### config.mk
export PLATFORM = sky130hd
export DESIGN_NAME = posicionamento_ctrl
export DESIGN_NICKNAME = d
export VERILOG_FILES = /design/src/rtl/posicionamento_ctrl.sv
export SDC_FILE = /design/constraint.sdc
export NUM_CORES = 1
export LEC_CHECK = 0
export CAP_MARGIN = 20
export CORE_MARGIN = 2
export CORE_UTILIZATION = 47
export CTS_BUF_LIST = sky130_fd_sc_hd__clkbuf_8
export CTS_CLUSTER_SIZE = 8
export DETAILED_ROUTE_END_ITERATION = 12
export PLACE_DENSITY = 0.89
export SETUP_SLACK_MARGIN = 0.1
export SLEW_MARGIN = 20
export SYNTH_ARGS = -nofsm -noshare
export SYNTH_HDL_FRONTEND = slang
export SYNTH_SLANG_ARGS = --single-unit
### constraint.sdc
create_clock -name clk -period 1.88 [get_ports clk]
set_input_delay 0.376 -clock clk [delete_from_list [all_inputs] [get_ports clk]]
set_output_delay 0.376 -clock clk [all_outputs]
set_load 0.02 [all_outputs]
### src/rtl/posicionamento_ctrl.sv
// rtl/posicionamento_ctrl.sv - fleet placement sequencer driving the placement validator
// Optional macro AUTO_POS_EN: coordinates come from an internal 16-bit LFSR instead of the handshake.
`timescale 1ns/1ps
module posicionamento_ctrl #(
    parameter int MAX_TENT    = 8,
    parameter int TIMEOUT_CYC = 64
`ifdef AUTO_POS_EN
    ,
    parameter logic [15:0] LFSR_SEED = 16'hACE1
`endif
) (
    input  logic       clk,
    input  logic       rst_n,
    input  logic       start,
    output logic       coord_req,
    input  logic       coord_valid,
    input  logic [3:0] x_in,
    input  logic [3:0] y_in,
    input  logic       dir_in,
    input  logic [2:0] ori_in,
    output logic       val_enable,
    output logic [2:0] val_tipo,
    output logic       val_direcao,
    output logic [2:0] val_orientacao,
    output logic [3:0] val_x1,
    output logic [3:0] val_y1,
    output logic       val_jogador,
    input  logic       val_ready,
    input  logic       val_conflito,
    output logic [3:0] navio_idx,
    output logic [3:0] tentativas,
    output logic       busy,
    output logic       done,
    output logic       falha,
    output logic       timeout_flag
);
    typedef enum logic [2:0] {S_IDLE, S_REQ, S_LAUNCH, S_NEXT, S_DONE, S_FAIL} state_t;
    localparam int TW = $clog2(TIMEOUT_CYC + 1);

    state_t        state, state_nx;
    logic [TW-1:0] timer;
    logic [3:0]    idx, tent, tent_inc;
    logic          jogador;
    logic [3:0]    cap_x, cap_y, src_x, src_y;
    logic          cap_dir, src_dir;
    logic [2:0]    cap_ori, src_ori;
    logic          got_coord, timed_out, conflict, last_ship;

`ifdef AUTO_POS_EN
    logic [15:0] lfsr;
    always_ff @(posedge clk) begin
        if (!rst_n) lfsr <= LFSR_SEED;
        else        lfsr <= {lfsr[14:0], lfsr[15] ^ lfsr[13] ^ lfsr[12] ^ lfsr[10]};
    end
    assign got_coord = 1'b1;
    assign coord_req = 1'b0;
    assign src_x     = {1'b0, lfsr[2:0]};
    assign src_y     = {1'b0, lfsr[5:3]};
    assign src_dir   = lfsr[6];
    assign src_ori   = {1'b0, lfsr[8:7]};
`else
    assign got_coord = coord_valid;
    assign coord_req = (state == S_REQ);
    assign src_x     = x_in;
    assign src_y     = y_in;
    assign src_dir   = dir_in;
    assign src_ori   = ori_in;
`endif

    // A missing val_ready at the end of the window is handled exactly like a conflict.
    assign timed_out = (state == S_LAUNCH) && !val_ready && (timer == TW'(TIMEOUT_CYC - 1));
    assign conflict  = (state == S_LAUNCH) && ((val_ready && val_conflito) || timed_out);
    assign tent_inc  = tent + 4'd1;
    assign last_ship = (idx == 4'd10);

    always_ff @(posedge clk) begin
        if (!rst_n) state <= S_IDLE;
        else        state <= state_nx;
    end

    always_comb begin
        state_nx = state;
        case (state)
            S_IDLE, S_DONE, S_FAIL: if (start) state_nx = S_REQ;
            S_REQ:    if (got_coord) state_nx = S_LAUNCH;
            S_LAUNCH: begin
                if (val_ready && !val_conflito) state_nx = S_NEXT;
                else if (conflict)              state_nx = (tent_inc == 4'(MAX_TENT)) ? S_FAIL : S_REQ;
            end
            S_NEXT:   state_nx = (last_ship && jogador) ? S_DONE : S_REQ;
            default:  state_nx = S_IDLE;
        endcase
    end

    always_ff @(posedge clk) begin
        if (!rst_n) begin
            timer        <= '0;
            idx          <= '0;
            tent         <= '0;
            jogador      <= 1'b0;
            timeout_flag <= 1'b0;
            cap_x        <= '0;
            cap_y        <= '0;
            cap_dir      <= 1'b0;
            cap_ori      <= '0;
        end else begin
            timer <= (state == S_LAUNCH) ? timer + TW'(1) : '0;
            case (state)
                S_IDLE, S_DONE, S_FAIL: if (start) begin
                    jogador      <= 1'b0;
                    idx          <= '0;
                    tent         <= '0;
                    timeout_flag <= 1'b0;
                end
                S_REQ: if (got_coord) begin
                    cap_x   <= src_x;
                    cap_y   <= src_y;
                    cap_dir <= src_dir;
                    cap_ori <= src_ori;
                end
                S_LAUNCH: begin
                    if (conflict)  tent         <= tent_inc;
                    if (timed_out) timeout_flag <= 1'b1;
                end
                S_NEXT: begin
                    tent <= '0;
                    if (!last_ship) begin
                        idx <= idx + 4'd1;
                    end else if (!jogador) begin
                        jogador <= 1'b1;
                        idx     <= '0;
                    end
                end
                default: ;
            endcase
        end
    end

    always_comb begin
        val_tipo = 3'b000;
        if (idx == 4'd10)     val_tipo = 3'b100;
        else if (idx == 4'd9) val_tipo = 3'b011;
        else if (idx >= 4'd7) val_tipo = 3'b010;
        else if (idx >= 4'd5) val_tipo = 3'b001;
    end

    assign val_enable     = (state == S_LAUNCH);
    assign val_direcao    = (val_tipo == 3'b000) ? 1'b0 : cap_dir;
    assign val_orientacao = (val_tipo == 3'b010) ? cap_ori : 3'b000;
    assign val_x1         = cap_x;
    assign val_y1         = cap_y;
    assign val_jogador    = jogador;
    assign navio_idx      = idx;
    assign tentativas     = tent;
    assign busy           = (state == S_REQ) || (state == S_LAUNCH) || (state == S_NEXT);
    assign done           = (state == S_DONE) || (state == S_FAIL);
    assign falha          = (state == S_FAIL);
endmodule

==> results of run 1 <==
-- layout by cell type (no fill, tap or decap), types with 2 or more instances in the layout --
master | netlist | routed
a211oi_1 | 2 | 2
a21o_1 | 2 | 2
a21oi_1 | 22 | 20
a21oi_2 | 0 | 2
a2bb2oi_1 | 2 | 2
a31oi_1 | 4 | 4
and2_1 | 4 | 4
and3_1 | 2 | 2
buf_4 | 2 | 23
clkbuf_2 | 0 | 3
clkbuf_8 | 1 | 5
clkdlybuf4s15_2 | 0 | 3
clkdlybuf4s50_1 | 0 | 33
clkinv_2 | 0 | 2
dfxtp_1 | 32 | 26
dfxtp_2 | 0 | 3
dfxtp_4 | 0 | 3
dlygate4sd2_1 | 0 | 7
ha_1 | 3 | 2
inv_1 | 6 | 5
nand2_1 | 42 | 42
nand2b_1 | 3 | 3
nand3_1 | 5 | 5
nand4b_1 | 2 | 2
nor2_1 | 17 | 16
nor2b_1 | 7 | 6
nor3b_2 | 0 | 2
o21a_1 | 2 | 2
o21ai_0 | 7 | 7
o22ai_1 | 2 | 2
o32ai_1 | 2 | 2
xnor2_1 | 4 | 3
xor2_1 | 3 | 3
-- critical path, delay by kind of cell (launching register included) --
family,cells,cell delay (ns)
flip-flops,1,0.36
buffers and inverters,2,0.74
-- cell type report --
class	count	area share [%]
multi-input combinational	156	39.4
sequential	32	27.4
timing repair buffer	70	26.2
clock buffer	5	2.88
tap	46	2.41
inverter	6	0.942
clock inverter	3	0.785
-- sequential cells by signal (all words and copies together), names as in the netlist --
signal	flops
cap_dir	1
cap_ori	3
navio_idx	4
state	3
tentativas	4
timeout_flag	1
timer	7
val_jogador	1
val_x1	4
val_y1	4
-- metal layers --
layer  wire [um]  part of all wire [%]  up-vias
met1        1810                    40      791
met3         253                   5.6       11
met4          99                   2.2        0
met2        2380                    52       71
met5           0                     0        -
li1            -                     -      851
-- metrics by stage --
| stage | total power [mW] | utilization, % | instances | hold WS [ns] |
|---|---|---|---|---|
| after floorplan | 0.994 | - | 207 | 0.413 |
| after global placement | 1.16 | 67.4 | 309 | 0.426 |
| after detailed placement | 1.18 | 67.4 | 309 | 0.443 |
| after CTS | 1.68 | 71.1 | 317 | 0.452 |
| after global routing | 1.77 | 71.7 | 318 | 0.453 |
| final | 1.70 | 71.7 | 318 | 0.446 |
-- cells by family after synthesis --
| group | after synthesis | share of synthesized area, % |
|---|---|---|
| mux | 1 | 0.615 |
| xor+xnor | 7 | 3.77 |
| fa+ha+maj | 3 | 2.31 |
| simple gates | 91 | 26.9 |
| buf+inv | 19 | 6.15 |
| flops | 32 | 39.4 |
| compound gates | 54 | 20.9 |
-- power groups by stage --
stage / sequential (mW) / clock, mW / combinational [mW]
after detailed placement: 0.756 / 0 / 0.420
after global placement: 0.753 / 0 / 0.409
after CTS: 0.739 / 0.530 / 0.409
after floorplan: 0.764 / 0 / 0.230
final: 0.741 / 0.523 / 0.432
after global routing: 0.746 / 0.555 / 0.471
-- Yosys cell counts, drive strengths merged --
library cell / count / area (um2)
nand2: 42 / 158
dfxtp: 32 / 641
a21oi: 22 / 110
nor2: 17 / 63.8
clkbuf: 7 / 36.3
nor2b: 7 / 43.8
o21ai: 7 / 35.0
buf: 6 / 41.3
inv: 6 / 22.5
nand3: 6 / 35.0
a31oi: 4 / 25.0
and2: 4 / 25.0
xnor2: 4 / 35.0
ha: 3 / 37.5
nand2b: 3 / 18.8
xor2: 3 / 26.3
a211oi: 2 / 15.0
a21o: 2 / 15.0
a2bb2oi: 2 / 17.5
and3: 2 / 12.5
nand4b: 2 / 17.5
nor3b: 2 / 15.0
o21a: 2 / 15.0
o22ai: 2 / 12.5
o32ai: 2 / 17.5
a2111oi: 1 / 8.76
a221oi: 1 / 8.76
a22oi: 1 / 7.51
a31o: 1 / 8.76
and4bb: 1 / 12.5
mux2i: 1 / 10.0
nand4: 1 / 6.26
nor3: 1 / 5.00
o2111ai: 1 / 8.76
o211ai: 1 / 7.51
o31ai: 1 / 7.51
o41a: 1 / 11.3
o41ai: 1 / 8.76
or3: 1 / 6.26
or4: 1 / 8.76
or4b: 1 / 10.0
-- path summary, 6_finish.rpt --
| kind | from | end | slack (ns) | cells after the start |
|---|---|---|---|---|
| worst min-delay path | timer[0] | timer[0] | 0.45 | 1 |
| worst max register to register | timer[0] | tentativas[3] | 0.20 | 5 |
| worst max-delay path | navio_idx[2] | navio_idx[2] | 0.12 | 2 |
| worst min register to register | timer[0] | timer[0] | 0.45 | 1 |
-- what timing repair did --
item | CTS | global route
buffers inserted | 0 | 1
gates resized for setup | 33 | 15
endpoints found under the setup margin | 16 | 11
hold buffers | 0 | 0
pin swaps | 0 | 1
cloned | 0 | 0
==> key figures, run 1 <==
Detailed routing
  • Antenna Nets Post-Route: 0
  • Drt wl/cell: approximately 14 um
  • Initial DRC Count: 100
  • 1st-pass router iterations: 4
  • Via density: ~5.4
  • DR vias: 1724
  • DRC: 0
  • DRT Wirelength: 4.55 mm

Logic synthesis
  • Synth cell types: 45
  • Mapped cell area: 1630 um2
  • YS warnings: 0
  • Syn nets: ~230
  • Share of the yosys chip area belonging to registers: 39.4%
  • Cells after Synth: between 200 and 250
  • Yosys reg bits: 32
  • Avg Cell Area, Syn: between 7 and 8 um2

Timing
  • Worst setup margin: 0.119 ns
  • Slew @ Worst Pin: 0.466 ns
  • Final period util: roughly 94%
  • Slew Viols, Final: 0
  • Final TNS setup: 0 ns
  • Setup Viol. Count Final: 0
  • Slew headroom: 68.9%
  • Fmax: 568 MHz
  • RSZ-0062 raised after global routing: true
  • Worst Clk Skew: approximately 0.0066 ns
  • Hold Vio Cnt, Final: 0
  • Final Critical Period: 1.76 ns

Placement
  • Final HPWL DP: approximately 3.3 mm
  • PortBufs: 47
  • Gpl congestion: around 0.83
  • DP Worst Slack: -0.0707 ns
  • DP Area: 2250 um2

Global route
  • Largest net degree at the start of global routing: 14
  • Met2 Track Usage GR: between 40 and 50%
  • Antenna violations before repair: 0
  • Overflow after GRT: 0
  • Busiest metal layer after global routing: met2
  • Global-route wire length before repair: 7.40 mm
  • Met3 global-route usage: 6.31%
  • Total GRT Usage: 23.9%
  • Grt met1 use: 24.0%
  • Vias in the first global route: 1779

Layout
  • Reg area: ~660 um2
  • Fraction of layout cells with a size suffix above 1: between 20 and 25%
  • Fin nets: 292
  • Layout area overhead: 46.9%
  • Multi-input gate area: 942 um2
  • Filler instances: ~260
  • Finished Cell Area: 2390 um2
  • ANT cells: 0

CTS
  • Clk sinks: 32
  • Cts bufs inserted: 5
  • CTS tree: done
  • Clock Path Buffers: 2
  • Root Buffer: clkbuf_8
  • Worst-skew pair later-pin latency: a little under 0.3 ns
  • Clock-pin slew on the worst setup and hold paths: 0.07 ns
  • H-tree depth: 2

Run
  • Maxcap violations: 0

Power
  • Internal power: 1.17 mW
  • Combinational group share of total power: 25.5%
  • Seq pwr share: 43.7%
  • Switching pwr: about 0.53 mW
  • Pleak: 0.901 nW
  • Pwr per Cell Area: 709 nW/um2
  • Switch share: 31.3%
  • Clock Power Share: a little under a third
  • Max VDD drop: 0.729 mV

Worst setup path
  • Crit-path max cell delay: roughly 0.6 ns
  • Crit-path slowest cell: clkdlybuf4s50_1
  • Required @ worst endpoint: roughly 1.5 ns
  • Critical path arrival: between 1 and 1.5 ns
  • Crit path capture type: output port
  • Crit-path cells: buf_4 -> clkdlybuf4s50_1
  • Worst setup SP type: register
  • Crit path max fanout: 6
  • Critical path class: register to output port

Floorplan
  • Die span in y: about 63 um
  • Die area: 3950 um2
  • Initial Utilization: 48.8%
  • Io pins: 48
  • Core Footprint: ~3300 um2
  • Die width: 62.9 um
  • Row Count: 21

Run status
  • Outcome: finished clean

Hold path
  • Hold Path Class: register to register
No activity file was read; power rests on OpenSTA's default activity.
==> inputs of run 2 (changes only) <==
--- a/config.mk
+++ b/config.mk
@@ -7,11 +7,12 @@
 export LEC_CHECK = 0
 export CAP_MARGIN = 20
 export CORE_MARGIN = 2
-export CORE_UTILIZATION = 47
+export CORE_UTILIZATION = 49
 export CTS_BUF_LIST = sky130_fd_sc_hd__clkbuf_8
 export CTS_CLUSTER_SIZE = 8
 export DETAILED_ROUTE_END_ITERATION = 12
-export PLACE_DENSITY = 0.89
+export GPL_TIMING_DRIVEN = 0
+export PLACE_DENSITY = 0.91
 export SETUP_SLACK_MARGIN = 0.1
 export SLEW_MARGIN = 20
 export SYNTH_ARGS = -nofsm -noshare
==> key figures, run 2 (same netlist as run 1, synthesis figures left out) <==
Power
  • Clock Power Share: 35.5% (+4.7 points)
  • Internal power: 1.31 mW (+12%)
  • Pleak: 0.893 nW (-0.97%)
  • Seq pwr share: 40.1% (-3.6 points)
  • Switching pwr: 0.533 mW (+0.56%)
  • Max VDD drop: 0.510 mV (-30%)
  • Combinational group share of total power: 24.4% (-1.1 points)
  • Switch share: 28.9% (-2.3 points)
  • Pwr per Cell Area: 763 nW/um2 (+7.7%)

Worst setup path
  • Critical path arrival: 1.37 ns (-0.02 ns)
  • Crit-path max cell delay: 0.64 ns (+0.04 ns)
  • Crit path capture type: output port
  • Critical path class: register to output port
  • Buffers & Inverters on Critical Path: 1 (-1)
  • Required @ worst endpoint: 1.50 ns (about the same)
  • Crit path max-delay family: buffers and inverters
  • Crit-path slowest cell: clkdlybuf4s50_1
  • Worst setup SP type: register
  • Crit path max fanout: 6 (unchanged)
  • Crit-path cells: clkdlybuf4s50_1

Global route
  • Largest net degree at the start of global routing: 12 (-2)
  • Total GRT Usage: 23.9% (+0.027 points)
  • Overflow after GRT: 0 (unchanged)
  • Antenna violations before repair: 0 (unchanged)
  • Vias in the first global route: 1522 (-14%)
  • Global-route wire length before repair: 6.60 mm (-11%)

CTS
  • Root Buffer: clkbuf_8
  • Cts bufs inserted: 5 (unchanged)
  • H-tree depth: 2 (unchanged)
  • Clock-pin slew on the worst setup and hold paths: 0.07 ns (about the same)
  • Clock Path Buffers: 2 (unchanged)
  • CTS tree: done
  • Worst-skew pair later-pin latency: 0.29 ns (about the same)
  • Clk sinks: 32 (unchanged)

Hold path
  • Hold Path Class: register to register

Floorplan
  • Core Footprint: 3100 um2 (-7.0%)
  • Initial Utilization: 52.5% (+3.7 points)
  • Io pins: 48 (unchanged)
  • Die width: 61.6 um (-1.9%)
  • Die area: 3800 um2 (-3.8%)
  • Row Count: 20 (-4.8%)
  • Die span in y: 61.6 um (-1.9%)

Layout
  • ANT cells: 0 (unchanged)
  • Biggest register: timer
  • Non-filler cells, final: 313 (-1.6%)
  • Most common cell after layout, fill and taps aside: nand2_1
  • Fin nets: 289 (-1.0%)
  • Layout area overhead: 48.3%
  • Util after Layout: 77.8% (+6.2 points)
  • Fraction of layout cells with a size suffix above 1: 21.6% (+0.97 points)
  • Filler instances: 232 (-12%)
  • Commonest cells after routing, fill and taps aside: 42 x nand2_1, 32 x clkdlybuf4s50_1, 26 x dfxtp_1, 21 x a21oi_1, 16 x nor2_1
  • Number of flip-flops in the largest register: 7 (unchanged)

Detailed routing
  • Drt wl/cell: 13.8 um (-3.6%)
  • Via density: 5.45 (+0.48%)
  • Antenna Nets Post-Route: 0 (unchanged)
  • DRC: 0 (unchanged)
  • 1st-pass router iterations: 5 (+1)
  • DR vias: 1705 (-1.1%)
  • DRT Wirelength: 4.32 mm (-5.1%)
  • Initial DRC Count: 139 (+39%)

Placement
  • Placed cells: 297 (-3.9%)
  • PortBufs: 46 (-2.1%)
  • Final HPWL DP: 2.81 mm (-15%)
  • Gpl congestion: 0.821 (-0.86%)

Timing
  • RSZ-0062 raised after global routing: true
  • Final Critical Period: 1.74 ns (-0.0191 ns)
  • Slew @ Worst Pin: 0.591 ns (+0.125 ns)
  • Slew headroom: 60.2% (-8.7 points)
  • Slew Viols, Final: 0 (unchanged)
  • Setup Viol. Count Final: 0 (unchanged)
  • Final period util: 92.7% (-1.0 points)
  • Fmax: 574 MHz (+1.1%)
  • Hold Vio Cnt, Final: 0 (unchanged)
  • Hold WS: 0.441 ns (-0.00424 ns)
  • Worst Clk Skew: 0.00648 ns (-0.000148 ns)

Run status
  • Outcome: finished clean

Run
  • Maxcap violations: 0 (unchanged)
-- run 2: what timing repair did --
| item | CTS | global route |
|---|---|---|
| pin swaps | 3 | 3 |
| hold buffers | 0 | 0 |
| buffers inserted | 3 | 5 |
| resized for setup | 62 | 24 |
| endpoints found under the hold margin | 0 | 0 |
| setup endpoints to repair | 17 | 17 |
| gates cloned | 0 | 0 |
-- run 2: worst paths after layout --
kind / slack [ns] / endpoint / depth (start not counted) / start
max: 0.14 / tentativas[0] / 1 / tentativas[0]
min: 0.44 / timer[0] / 1 / timer[0]
max reg2reg: 0.15 / state[0] / 5 / state[0]
min reg2reg: 0.44 / timer[0] / 1 / timer[0]
-- run 2: worst reg2reg max path: stages, from the launching register on --
cell,delay [ns]
dfxtp_1,0.34
buf_6,0.14
nor2b_2,0.25
mux2i_2,0.34
nand2_1,0.13
o32ai_1,0.41
-- run 2: per-layer routing --
metal / vias to the layer above / GRT usage [%] / share of wire [%]
li1: 845 / - / -
met1: 786 / 27.9 / 42
met2: 60 / 40.3 / 50
met3: 14 / 6.72 / 5.7
met4: 0 / 11.6 / 2.4
met5: - / 0 / 0
-- run 2: stage by stage --
stage | total power, mW | setup WS (ns) | setup TNS (ns) | area (um2)
after floorplan | 0.994 | 0.156 | 0 | 1630
after global placement | 1.14 | -0.197 | -1.39 | 2150
after detailed placement | 1.15 | -0.233 | -1.60 | 2150
after CTS | 1.82 | 0.0916 | 0 | 2340
after global routing | 1.93 | 0.0541 | 0 | 2410
final | 1.84 | 0.138 | 0 | 2410
-- run 2: cell type report --
cell class              instances  area, um2  share of cell area, %
repair buffers                 54        478                   19.8
multi-input cells             156        982                   40.7
clock inverters                 3       42.5                   1.76
flip-flops and latches         32        648                   26.8
plain buffers                  13        118                   4.87
clock buffers                   5       68.8                   2.85
inverters                       6       22.5                  0.933
well taps                      44       55.1                   2.28
-- run 2: power groups by stage --
stage	sequential, mW	combinational (mW)	clock, mW
6_report	0.739	0.450	0.654
5_1_grt	0.741	0.492	0.692
4_1_cts	0.736	0.415	0.665
3_5_place_dp	0.748	0.402	0
3_3_place_gp	0.746	0.395	0
2_1_floorplan	0.764	0.230	0
==> inputs of run 3 (changes only) <==
--- a/config.mk
+++ b/config.mk
@@ -12,6 +12,7 @@
 export CTS_CLUSTER_SIZE = 8
 export DETAILED_ROUTE_END_ITERATION = 12
 export GPL_TIMING_DRIVEN = 0
+export HOLD_SLACK_MARGIN = 0.1
 export PLACE_DENSITY = 0.91
 export SETUP_SLACK_MARGIN = 0.1
 export SLEW_MARGIN = 20
==> results of run 3 <==
Same layout as run 2: the final DEF is identical, and so are final timing and power.
